===== config.mk =====
export PLATFORM = sky130hd
export DESIGN_NAME = apb_gpio_if
export DESIGN_NICKNAME = d
export VERILOG_FILES = /design/src/rtl/gpio_defines.sv /design/src/rtl/gpio_addr_decode.sv /design/src/rtl/apb_gpio_if.sv
export SDC_FILE = /design/constraint.sdc
export NUM_CORES = 1
export LEC_CHECK = 0
export ABC_AREA = 0
export CORE_MARGIN = 5
export CORE_UTILIZATION = 34
export DETAILED_ROUTE_END_ITERATION = 8
export PLACE_DENSITY = 0.73
export SETUP_SLACK_MARGIN = 0.4
export SYNTH_ARGS = -nofsm -noshare
export SYNTH_HDL_FRONTEND = slang
export SYNTH_SLANG_ARGS = --single-unit

===== constraint.sdc =====
create_clock -name sys_clk -period 1.5 [get_ports sys_clk]
set_input_delay 0.3 -clock sys_clk [delete_from_list [all_inputs] [get_ports sys_clk]]
set_output_delay 0.3 -clock sys_clk [all_outputs]
set_load 0.005 [all_outputs]

===== src/rtl/gpio_defines.sv =====
// Shared GPIO address map and APB front-end state encoding.
package gpio_defines;

  localparam logic [31:0] GPIO_RGPIO_IN    = 32'h0000_0000;
  localparam logic [31:0] GPIO_RGPIO_OUT   = 32'h0000_0004;
  localparam logic [31:0] GPIO_RGPIO_OE    = 32'h0000_0008;
  localparam logic [31:0] GPIO_RGPIO_INTE  = 32'h0000_000C;
  localparam logic [31:0] GPIO_RGPIO_PTRIG = 32'h0000_0010;
  localparam logic [31:0] GPIO_RGPIO_AUX   = 32'h0000_0014;
  localparam logic [31:0] GPIO_RGPIO_CTRL  = 32'h0000_0018;
  localparam logic [31:0] GPIO_RGPIO_INTS  = 32'h0000_001C;
  localparam logic [31:0] GPIO_RGPIO_ECLK  = 32'h0000_0020;
  localparam logic [31:0] GPIO_RGPIO_NEC   = 32'h0000_0024;

  localparam logic [31:0] GPIO_LAST_ADDR   = 32'h0000_0024;

  typedef enum logic [1:0] {
    IDLE,
    ACCESS,
    DONE
  } apb_state_t;

endpackage


===== src/rtl/gpio_addr_decode.sv =====
// Combinational GPIO address check: flags misaligned, unmapped and
// read-only-violating accesses.
module gpio_addr_decode
  import gpio_defines::*;
(
  input  logic [31:0] paddr,
  input  logic        pwrite,
  output logic        addr_err
);

  // Every word-aligned offset up to the last register is mapped, so a range
  // check plus an alignment check covers the whole map.
  always_comb begin
    addr_err = 1'b0;
    if (paddr[1:0] != 2'b00)
      addr_err = 1'b1;
    else if (paddr > GPIO_LAST_ADDR)
      addr_err = 1'b1;
    else if (pwrite && (paddr == GPIO_RGPIO_IN))
      addr_err = 1'b1;
  end

endmodule


===== src/rtl/apb_gpio_if.sv =====
// APB3 slave front end for the GPIO register block: latches the setup
// phase, inserts WAIT_STATES access cycles, then issues a one-cycle write
// strobe or captures read data together with pready.
module apb_gpio_if
  import gpio_defines::*;
#(
  parameter int unsigned WAIT_STATES = 0
) (
  input  logic        sys_clk,
  input  logic        sys_rst,
  input  logic        psel,
  input  logic        penable,
  input  logic        pwrite,
  input  logic [31:0] paddr,
  input  logic [31:0] pwdata,
  output logic [31:0] prdata,
  output logic        pready,
  output logic        pslverr,
  input  logic [31:0] gpio_dat_o,
  output logic        gpio_we,
  output logic [31:0] gpio_addr,
  output logic [31:0] gpio_dat_i
);

  apb_state_t state;
  logic [3:0] cnt;
  logic       wr_q;
  logic       err_q;
  logic       addr_err;

  gpio_addr_decode u_decode (
    .paddr    (paddr),
    .pwrite   (pwrite),
    .addr_err (addr_err)
  );

  // Transfer FSM; all outputs are registered here, so none of them has a
  // combinational path from the APB inputs.
  always_ff @(posedge sys_clk) begin
    if (sys_rst) begin
      state      <= IDLE;
      cnt        <= '0;
      wr_q       <= 1'b0;
      err_q      <= 1'b0;
      prdata     <= '0;
      pready     <= 1'b0;
      pslverr    <= 1'b0;
      gpio_we    <= 1'b0;
      gpio_addr  <= '0;
      gpio_dat_i <= '0;
    end else begin
      pready  <= 1'b0;
      pslverr <= 1'b0;
      gpio_we <= 1'b0;
      prdata  <= '0;
      case (state)
        IDLE: begin
          if (psel && !penable) begin
            gpio_addr  <= paddr;
            gpio_dat_i <= pwdata;
            wr_q       <= pwrite;
            err_q      <= addr_err;
            cnt        <= 4'(WAIT_STATES);
            state      <= ACCESS;
          end
        end
        ACCESS: begin
          if (!psel) begin
            state <= IDLE;
          end else if (cnt != '0) begin
            cnt <= cnt - 4'd1;
          end else begin
            state   <= DONE;
            pready  <= 1'b1;
            pslverr <= err_q;
            gpio_we <= wr_q && !err_q;
            prdata  <= (!wr_q && !err_q) ? gpio_dat_o : '0;
          end
        end
        DONE:    state <= IDLE;
        default: state <= IDLE;
      endcase
    end
  end

endmodule


Yosys cells after proc, flatten, opt, wreduce, memory -nomap -nowiden

Index checks and enable logic that the tools add are counted.

Add/subtract/negate cells: 1
Multiply operators: 0
Div/mod/pow operators: 0
Magnitude comparators: 1
Eq/ne operators: 5
Shift-type cells: 0
Multiplexer cells: 12
Bitwise gates (word level): 3
Reduce and logical (&&, ||, !) cells: 18

Operators by type and width:

| cell                                                 | count |
|---|---|
| > comparator 32 x 6 -> 1 bit (second input constant) | 1 |
| logical NOT 32 bit                                   | 1 |
| 2-to-1 mux 4 bit                                     | 3 |
| one-hot mux 4 bit (2 select lines)                   | 1 |
| 2-to-1 mux 2 bit                                     | 3 |
| inequality test 2 bit (second input constant)        | 3 |
| OR reduction 5 bit                                   | 1 |
| logical AND 1 bit                                    | 4 |
| 2-to-1 mux 1 bit                                     | 4 |
| one-hot mux 2 bit (2 select lines)                   | 1 |
| AND reduction 2 bit                                  | 2 |
| AND reduction 4 bit                                  | 1 |
| nonzero test 2 bit                                   | 2 |
| nonzero test 4 bit                                   | 1 |
| OR reduction 4 bit                                   | 1 |
| subtractor 4 x 1 -> 4 bit (second input constant)    | 1 |
| logical NOT 1 bit                                    | 3 |
| inequality test 3 bit (second input constant)        | 1 |
| NOT 1 bit                                            | 3 |
| OR reduction 3 bit                                   | 1 |
| == test 2 x 1 -> 1 bit (second input constant)       | 1 |
| logical NOT 2 bit                                    | 1 |

Register bits after elaboration: 107
Latch bits: 0
Bits in writable memories: 0
ROM bits: 0
Input bits: 101
Output and inout port bits: 99
Word-level logic and storage cells: 50
Memories: 0

Depth between registers and ports, before layout

Gate-level depths: netlist (run 1).

Word-level depth: 5
Gate-level depth with buffers: 7
Gate-level depth less buffers: 6

By module

A second synthesis (run 1) with hierarchy kept.

Cells, all modules: 409
Area total of the unflattened synthesis: 3678.5 um2

By module, submodules not included:

| module           | times used | cells each | area each (um2) |
|---|---|---|---|
| apb_gpio_if      | 1          | 396        | 3573.4 |
| gpio_addr_decode | 1          | 13         | 105.1 |

Worst setup path before layout (run 1)

Ideal clock, no wire load.

Kind: flip-flop to flip-flop
Start: register cnt[0]
End: register prdata[0]
Setup time: 0.059 ns
Arrival: 1.413 ns
Path slack: 0.028 ns
Cell stages (with the launch flop): 8
Buffers on the path: 1
Period minus slack after synthesis: 1.472 ns
Path through: dfxtp_1 -> inv_1 -> ha_1 -> nand4bb_2 -> nor3_4 -> nor3b_4 -> clkbuf_2 -> and2_1

Word-level cells in the longest chain between the ends: 2

Ends and longest elaborated chain:

| element                      | RTL line          | text |
|---|---|---|
| start: declaration           | apb_gpio_if.sv:26 | `logic [3:0] cnt;` |
| start signal: assignment     | apb_gpio_if.sv:63 | `cnt <= 4'(WAIT_STATES);` |
| start signal: assignment     | apb_gpio_if.sv:71 | `cnt <= cnt - 4'd1;` |
| nonzero test 4 bit           | apb_gpio_if.sv:70 | `end else if (cnt != '0) begin` |
| OR reduction 5 bit (no line) | -                 |  |
| end signal: assignment       | apb_gpio_if.sv:77 | `prdata <= (!wr_q && !err_q) ? gpio_dat_o : '0;` |
| end: declaration             | apb_gpio_if.sv:16 | `output logic [31:0] prdata,` |

Every way passes these cells.
A chain may end at the register's enable or synchronous reset.

Worst setup path after layout (run 1)

Start: input paddr[20]
End: register err_q

Word-level cells in the longest chain between the ends: 5
Elaborated cells between the ends (all ways): 6
Classes of those cells: order compare: 1; mux: 3; reduce/logical: 2

Ends and longest elaborated chain:

| element                                                                              | RTL line               | text |
|---|---|---|
| start: declaration                                                                   | apb_gpio_if.sv:14      | `input logic [31:0] paddr,` |
| parallel branches: the longest is 3 deep, another holds > comparator 32 x 6 -> 1 bit | -                      |  |
| 2-to-1 mux 1 bit *                                                                   | gpio_addr_decode.sv:17 | `else if (paddr > GPIO_LAST_ADDR)` |
| 2-to-1 mux 1 bit *                                                                   | gpio_addr_decode.sv:15 | `if (paddr[1:0] != 2'b00)` |
| end signal: assignment                                                               | apb_gpio_if.sv:62      | `err_q <= addr_err;` |
| end: declaration                                                                     | apb_gpio_if.sv:28      | `logic err_q;` |

Every way passes the cells marked *.

==> flow_summary.ini, run 1 <==
[sta]
hold_violations = 0
fin_skew_ps = 11.74
setup_violations = 46
finalSetupTns_ps = -1444
fmax_ghz = 0.6378
rsz0062_at_grt = true
whs_ps = 298.3
period_share_pct = 104.5
relSlewSlack_pct = 61.52
drv_slew = 0
setup_ws_ps = -67.79
period_minus_slack_ps = 1568
worstMarginPinSlew_ps = 571.9

[synth]
synthFlopType = dfxtp_1
yosysWarnings = 0
ys_seq_area_share_pct = 59.96
syn_nets = 503
async_flop_share_pct = 0
syn-mean-instance-area_um2 = 8.908
ys_ff_latch = 107
ys_types = 27
syn_area_um2 = 3572
synth-edff-count = 0
syn_inst = 401

[power_and_ir_drop]
leakage_uw = 0.003617
ir_drop_mv = 0.5821
powerDensity_nw_per_um2 = 781.2

[place]
port_buffers = 199
dp_slack_ps = -436.7
gp_congestion = 0.7741
dpl_cell_area_um2 = 5944
place_hpwl_um = 8085

[floorplan]
dieArea_um2 = 12660
io_pins = 200
fp.coreArea_um2 = 10280
die_w_um = 112.5
fp.dieH_um = 112.5
start_util_pct = 34.76
rows = 37

[worst_setup_path]
cp-start-kind = input port
cp_top_family = buffers and inverters
cp-end-kind = register
critPathArrivalTime_ps = 1800
cp_slowest_cell = clkdlybuf4s50_1
crit_type = in -> reg
path_buf_inv = 2
slowest_delay_ps = 470
path_cells = clkdlybuf4s50_1 > nor4_2 > buf_4 > nand4_1 > a2111oi_2 > nor3_1
crit_path_max_fanout = 2
crit_required_ps = 1730

[finish]
area_growth_pct = 127.2
fin_area_um2 = 8115
drive_gt1_share_pct = 71.41
fin_util_pct = 78.96
nFillCells = 608
regArea_um2 = 2260
diodes = 0
multi_input_area_um2 = 2367
nets = 794

[grt]
antenna_found_initial = 0
grt_max_degree = 73
grt_pass1_wl_um = 20510
grt_usage_pct = 20.18
grt_pass1_vias = 4053
grt_overflow = 0

[clocking]
clk_pin_slew_worst_paths_ps = 110
clock-sinks = 107
clkLatencyLatePin_ps = 370
cts_buffers = 9
cts_hold_buf = 0
cts_root_buf = clkbuf_8
cts_tree = built
clk_path_buf_depth = 2
h-tree-depth = 3

[drt]
routed_via_density = 4.851
vias = 4036
postRouteAntennaNets = 0
dr.pass1.iters = 4
drtIter0Drc = 128
wire_per_inst_um = 18.57
route.final.wire_length_um = 15450
route.detailed.drc = 0

[status]
run_status = complete, but fails checks
violations = negative setup slack

[min_path]
worstHoldPathType = in -> reg

[job]
max_cap_violations = 0
==> power by group <==
part	leakage [uW]	switching, uW	internal (uW)
logic	0.00262	615	863
clock network	0.0000938	1040	785
registers	0.000908	79.5	2960
==> placed cells by master, fill, tap and decap left out, types with 3 or more instances in the layout <==
master	n
clkbuf_8	9
nor3_2	3
and2_4	11
nor3_1	3
nand4_1	3
dfxtp_1	27
nand2_1	27
buf_12	9
nand2_2	19
buf_2	44
dfxtp_4	7
a21oi_2	62
clkdlybuf4s50_1	97
buf_16	11
a21oi_1	3
buf_6	70
buf_4	65
nor4_1	5
clkbuf_16	5
and2_1	22
nand2_4	85
dfxtp_2	73
==> sequential cells by signal, indices dropped and copies added (netlist names) <==
signal / cells
gpio_addr: 32
prdata: 32
state: 2
cnt: 4
gpio_dat_i: 32
wr_q: 1
gpio_we: 1
err_q: 1
pready: 1
pslverr: 1
==> worst register-to-register path: stages (launching register included) <==
cell	delay, ps
dfxtp_2	340
inv_2	60
ha_4	150
nand4bb_4	130
nor3_4	150
nor3b_4	250
buf_6	160
clkbuf_16	150
and2_1	120
==> cell families after synthesis <==
logic type,after synthesis,share of synthesized area [%]
buffers and inverters,27,3.152
adders and majority gates,1,0.3502
and+or+nand+nor,195,26.06
AOI/OAI and AO/OA,68,9.737
DFF,107,59.96
xor gates and xnor gates,3,0.7357
==> cells in the mapped netlist (all sizes together), types with 2 or more instances <==
cell / n / share of area, %
buf: 6 / 0.84
inv: 2 / 0.21
nand2b: 2 / 0.35
a2111oi: 2 / 0.49
nand2: 131 / 14
nor4: 8 / 1.4
nand4: 3 / 0.53
a21oi: 65 / 9.1
nor2: 2 / 0.21
nor2b: 2 / 0.35
nor3: 7 / 1.3
clkbuf: 19 / 2.1
xor2: 2 / 0.49
dfxtp: 107 / 60
and2: 33 / 5.8
==> routing by layer <==
metal	track usage, %	vias up	share of wire [%]
li1	-	1898	-
met1	21.16	1955	36
met3	7.439	32	7.5
met5	0	-	0
met2	36.71	151	54
met4	7.532	0	2.4
==> path summary, 6_finish.rpt <==
check / depth (start not counted) / to / from / slack, ps
max: 6 / err_q / paddr[20] / -70
min: 3 / pready / sys_rst / 300
max reg2reg: 8 / prdata[3] / cnt[1] / -60
min reg2reg: 2 / gpio_addr[11] / gpio_addr[11] / 450
==> final cells by class <==
class / instances / share of cell area (%)
repair buffers: 305 / 38.36
multi-input cells: 267 / 29.17
flip-flops and latches: 107 / 27.84
well taps: 136 / 2.097
clock buffers: 9 / 1.526
clock inverters: 6 / 0.9097
inverters: 2 / 0.09251
==> timing repair <==
action,CTS,global route
pin swaps,102,91
buffers inserted,24,36
cloned,12,5
endpoints found under the setup margin,204,204
gates resized for setup,633,213
endpoints found under the hold margin,0,0
==> stage by stage <==
step	std cells	power (uW)
6_report	832	6340
5_1_grt	832	6596
4_1_cts	791	6014
3_5_place_dp	740	3921
3_3_place_gp	740	3902
2_1_floorplan	401	3344
Power figures use the tool's default switching activity.
==> run 2: changes to the inputs <==
- CORE_ASPECT_RATIO: not set -> 1.2
- CTS_BUF_LIST: not set -> sky130_fd_sc_hd__clkbuf_8 sky130_fd_sc_hd__clkbuf_16
==> run 2 against run 1 <==
  * The flow still finishes with violations (negative setup slack)
  * Flip-flop and latch count unchanged
  * Cell count down 6.4%
  * Utilization fell by 15 points
  * Clock skew shrank 4.9 ps
  * Critical path depth stayed put
  * Largest cell class unchanged
  * Highest routed layer unchanged
==> flow_summary.ini, run 2 (synthesis results as in run 1) <==
[floorplan]
io_pins = 200
fp.dieH_um = 122.3
dieArea_um2 = 12670
rows = 41
die_w_um = 103.6
fp.coreArea_um2 = 10410
start_util_pct = 34.30

[power_and_ir_drop]
ir_drop_mv = 0.5056
leakage_uw = 0.002995
powerDensity_nw_per_um2 = 958.1
total_power_uw = 6397

[status]
violations = negative setup slack
run_status = complete, but fails checks

[finish]
drive_gt1_share_pct = 40.00
nets = 748
fin_cells = 779
fin_area_um2 = 6676
final_common_cell = nand2_1
diodes = 0
reg_top3 = gpio_addr x32, gpio_dat_i x32, prdata x32
area_growth_pct = 86.90
fin_util_pct = 64.11
nFillCells = 845
layout_common_cells = 131 x nand2_1, 96 x clkdlybuf4s50_1, 72 x dfxtp_2

[place]
dp_slack_ps = -454.2
gp_congestion = 0.7706
dpl_cell_area_um2 = 5938
dp.cells = 735
place_hpwl_um = 8248
port_buffers = 199

[clocking]
cts_hold_buf = 0
cts_root_buf = clkbuf_16
cts_buffers = 9
clkLatencyLatePin_ps = 330
clock-sinks = 107
clk_path_buf_depth = 2
h-tree-depth = 3
clk_pin_slew_worst_paths_ps = 70
cts_tree = built

[drt]
routed_via_density = 4.747
route.detailed.drc = 0
postRouteAntennaNets = 0
drtIter0Drc = 142
wire_per_inst_um = 15.90
dr.pass1.iters = 4
route.final.wire_length_um = 12380
vias = 3698

[sta]
drv_slew = 0
setup_violations = 66
period_minus_slack_ps = 1575
worstMarginPinSlew_ps = 363.2
hold_violations = 0
rsz0062_at_grt = true
setup_ws_ps = -74.62
fin_skew_ps = 6.819
relSlewSlack_pct = 75.57
period_share_pct = 105.0
fmax_ghz = 0.6351

[grt]
met1_usage_pct = 19.44
met3_usage_pct = 7.680
antenna_found_initial = 0
grt_usage_pct = 18.53
grt_pass1_vias = 3829
grt_max_degree = 73
grt_overflow = 0
grt_pass1_wl_um = 19020
met2_usage_pct = 33.57
busiest_layer = met2

[job]
max_cap_violations = 0

[min_path]
worstHoldPathType = in -> reg

[worst_setup_path]
crit_path_max_fanout = 8
crit_type = reg -> reg
slowest_delay_ps = 460
cp_slowest_cell = or3_4
critPathArrivalTime_ps = 1770
crit_required_ps = 1700
cp-start-kind = register
path_cells = nand2b_4 > or3_4 > buf_12 > buf_16 > nand2_1 > a21oi_1
cp-end-kind = register
## run 2: repair_timing
item / in CTS / in global routing
endpoints found under the setup margin: 204 / 167
setup buffers: 12 / 9
pin swaps: 5 / 6
gates cloned: 7 / 1
endpoints found under the hold margin: 0 / 0
resized for setup: 401 / 92
## run 2: worst paths after layout
check | startpoint | endpoint | slack, ps | depth (start not counted)
max | state[1] | gpio_addr[20] | -70 | 6
min reg2reg | gpio_dat_i[5] | gpio_dat_i[5] | 450 | 2
min | sys_rst | pready | 220 | 2
max reg2reg | state[1] | gpio_addr[20] | -70 | 6
## run 2: metrics by stage
stage	hold slack, ps	setup TNS, ps
4_1_cts	211.0	-1531
2_1_floorplan	427.3	0
3_3_place_gp	441.2	-30910
6_report	220.2	-2157
5_1_grt	206.8	-8677
3_5_place_dp	445.7	-35260
## run 2: where the power goes
| group | internal (uW) | switching [uW] | total [uW] | leakage (uW) |
|---|---|---|---|---|
| Clock | 1330 | 1000 | 2330 | 0.000146 |
| Sequential | 2960 | 64.5 | 3030 | 0.000902 |
| Combinational | 653 | 389 | 1040 | 0.00195 |
## run 2: area by class of cell
class	instances	area, um2	share of cell area [%]
clock buffers	10	239.0	3.579
clock inverters	5	55.05	0.8246
inverters	2	7.507	0.1124
multi-input cells	267	1444	21.63
flip-flops and latches	107	2232	33.43
well taps	129	161.4	2.418
repair buffers	259	2537	38.01
## run 2: worst max-delay path, delay by kind of cell (launching register included)
kind,cells,cell delay [ps]
and+or+nand+nor,3,690
DFF,1,350
buffers and inverters,2,300
AOI/OAI and AO/OA,1,90
## run 2: metal layers
| layer | wire [um] | part of all wire [%] |
|---|---|---|
| met1 | 4615 | 37 |
| met2 | 6306 | 51 |
| met3 | 1223 | 9.9 |
| met4 | 238 | 1.9 |
| met5 | 0 | 0 |
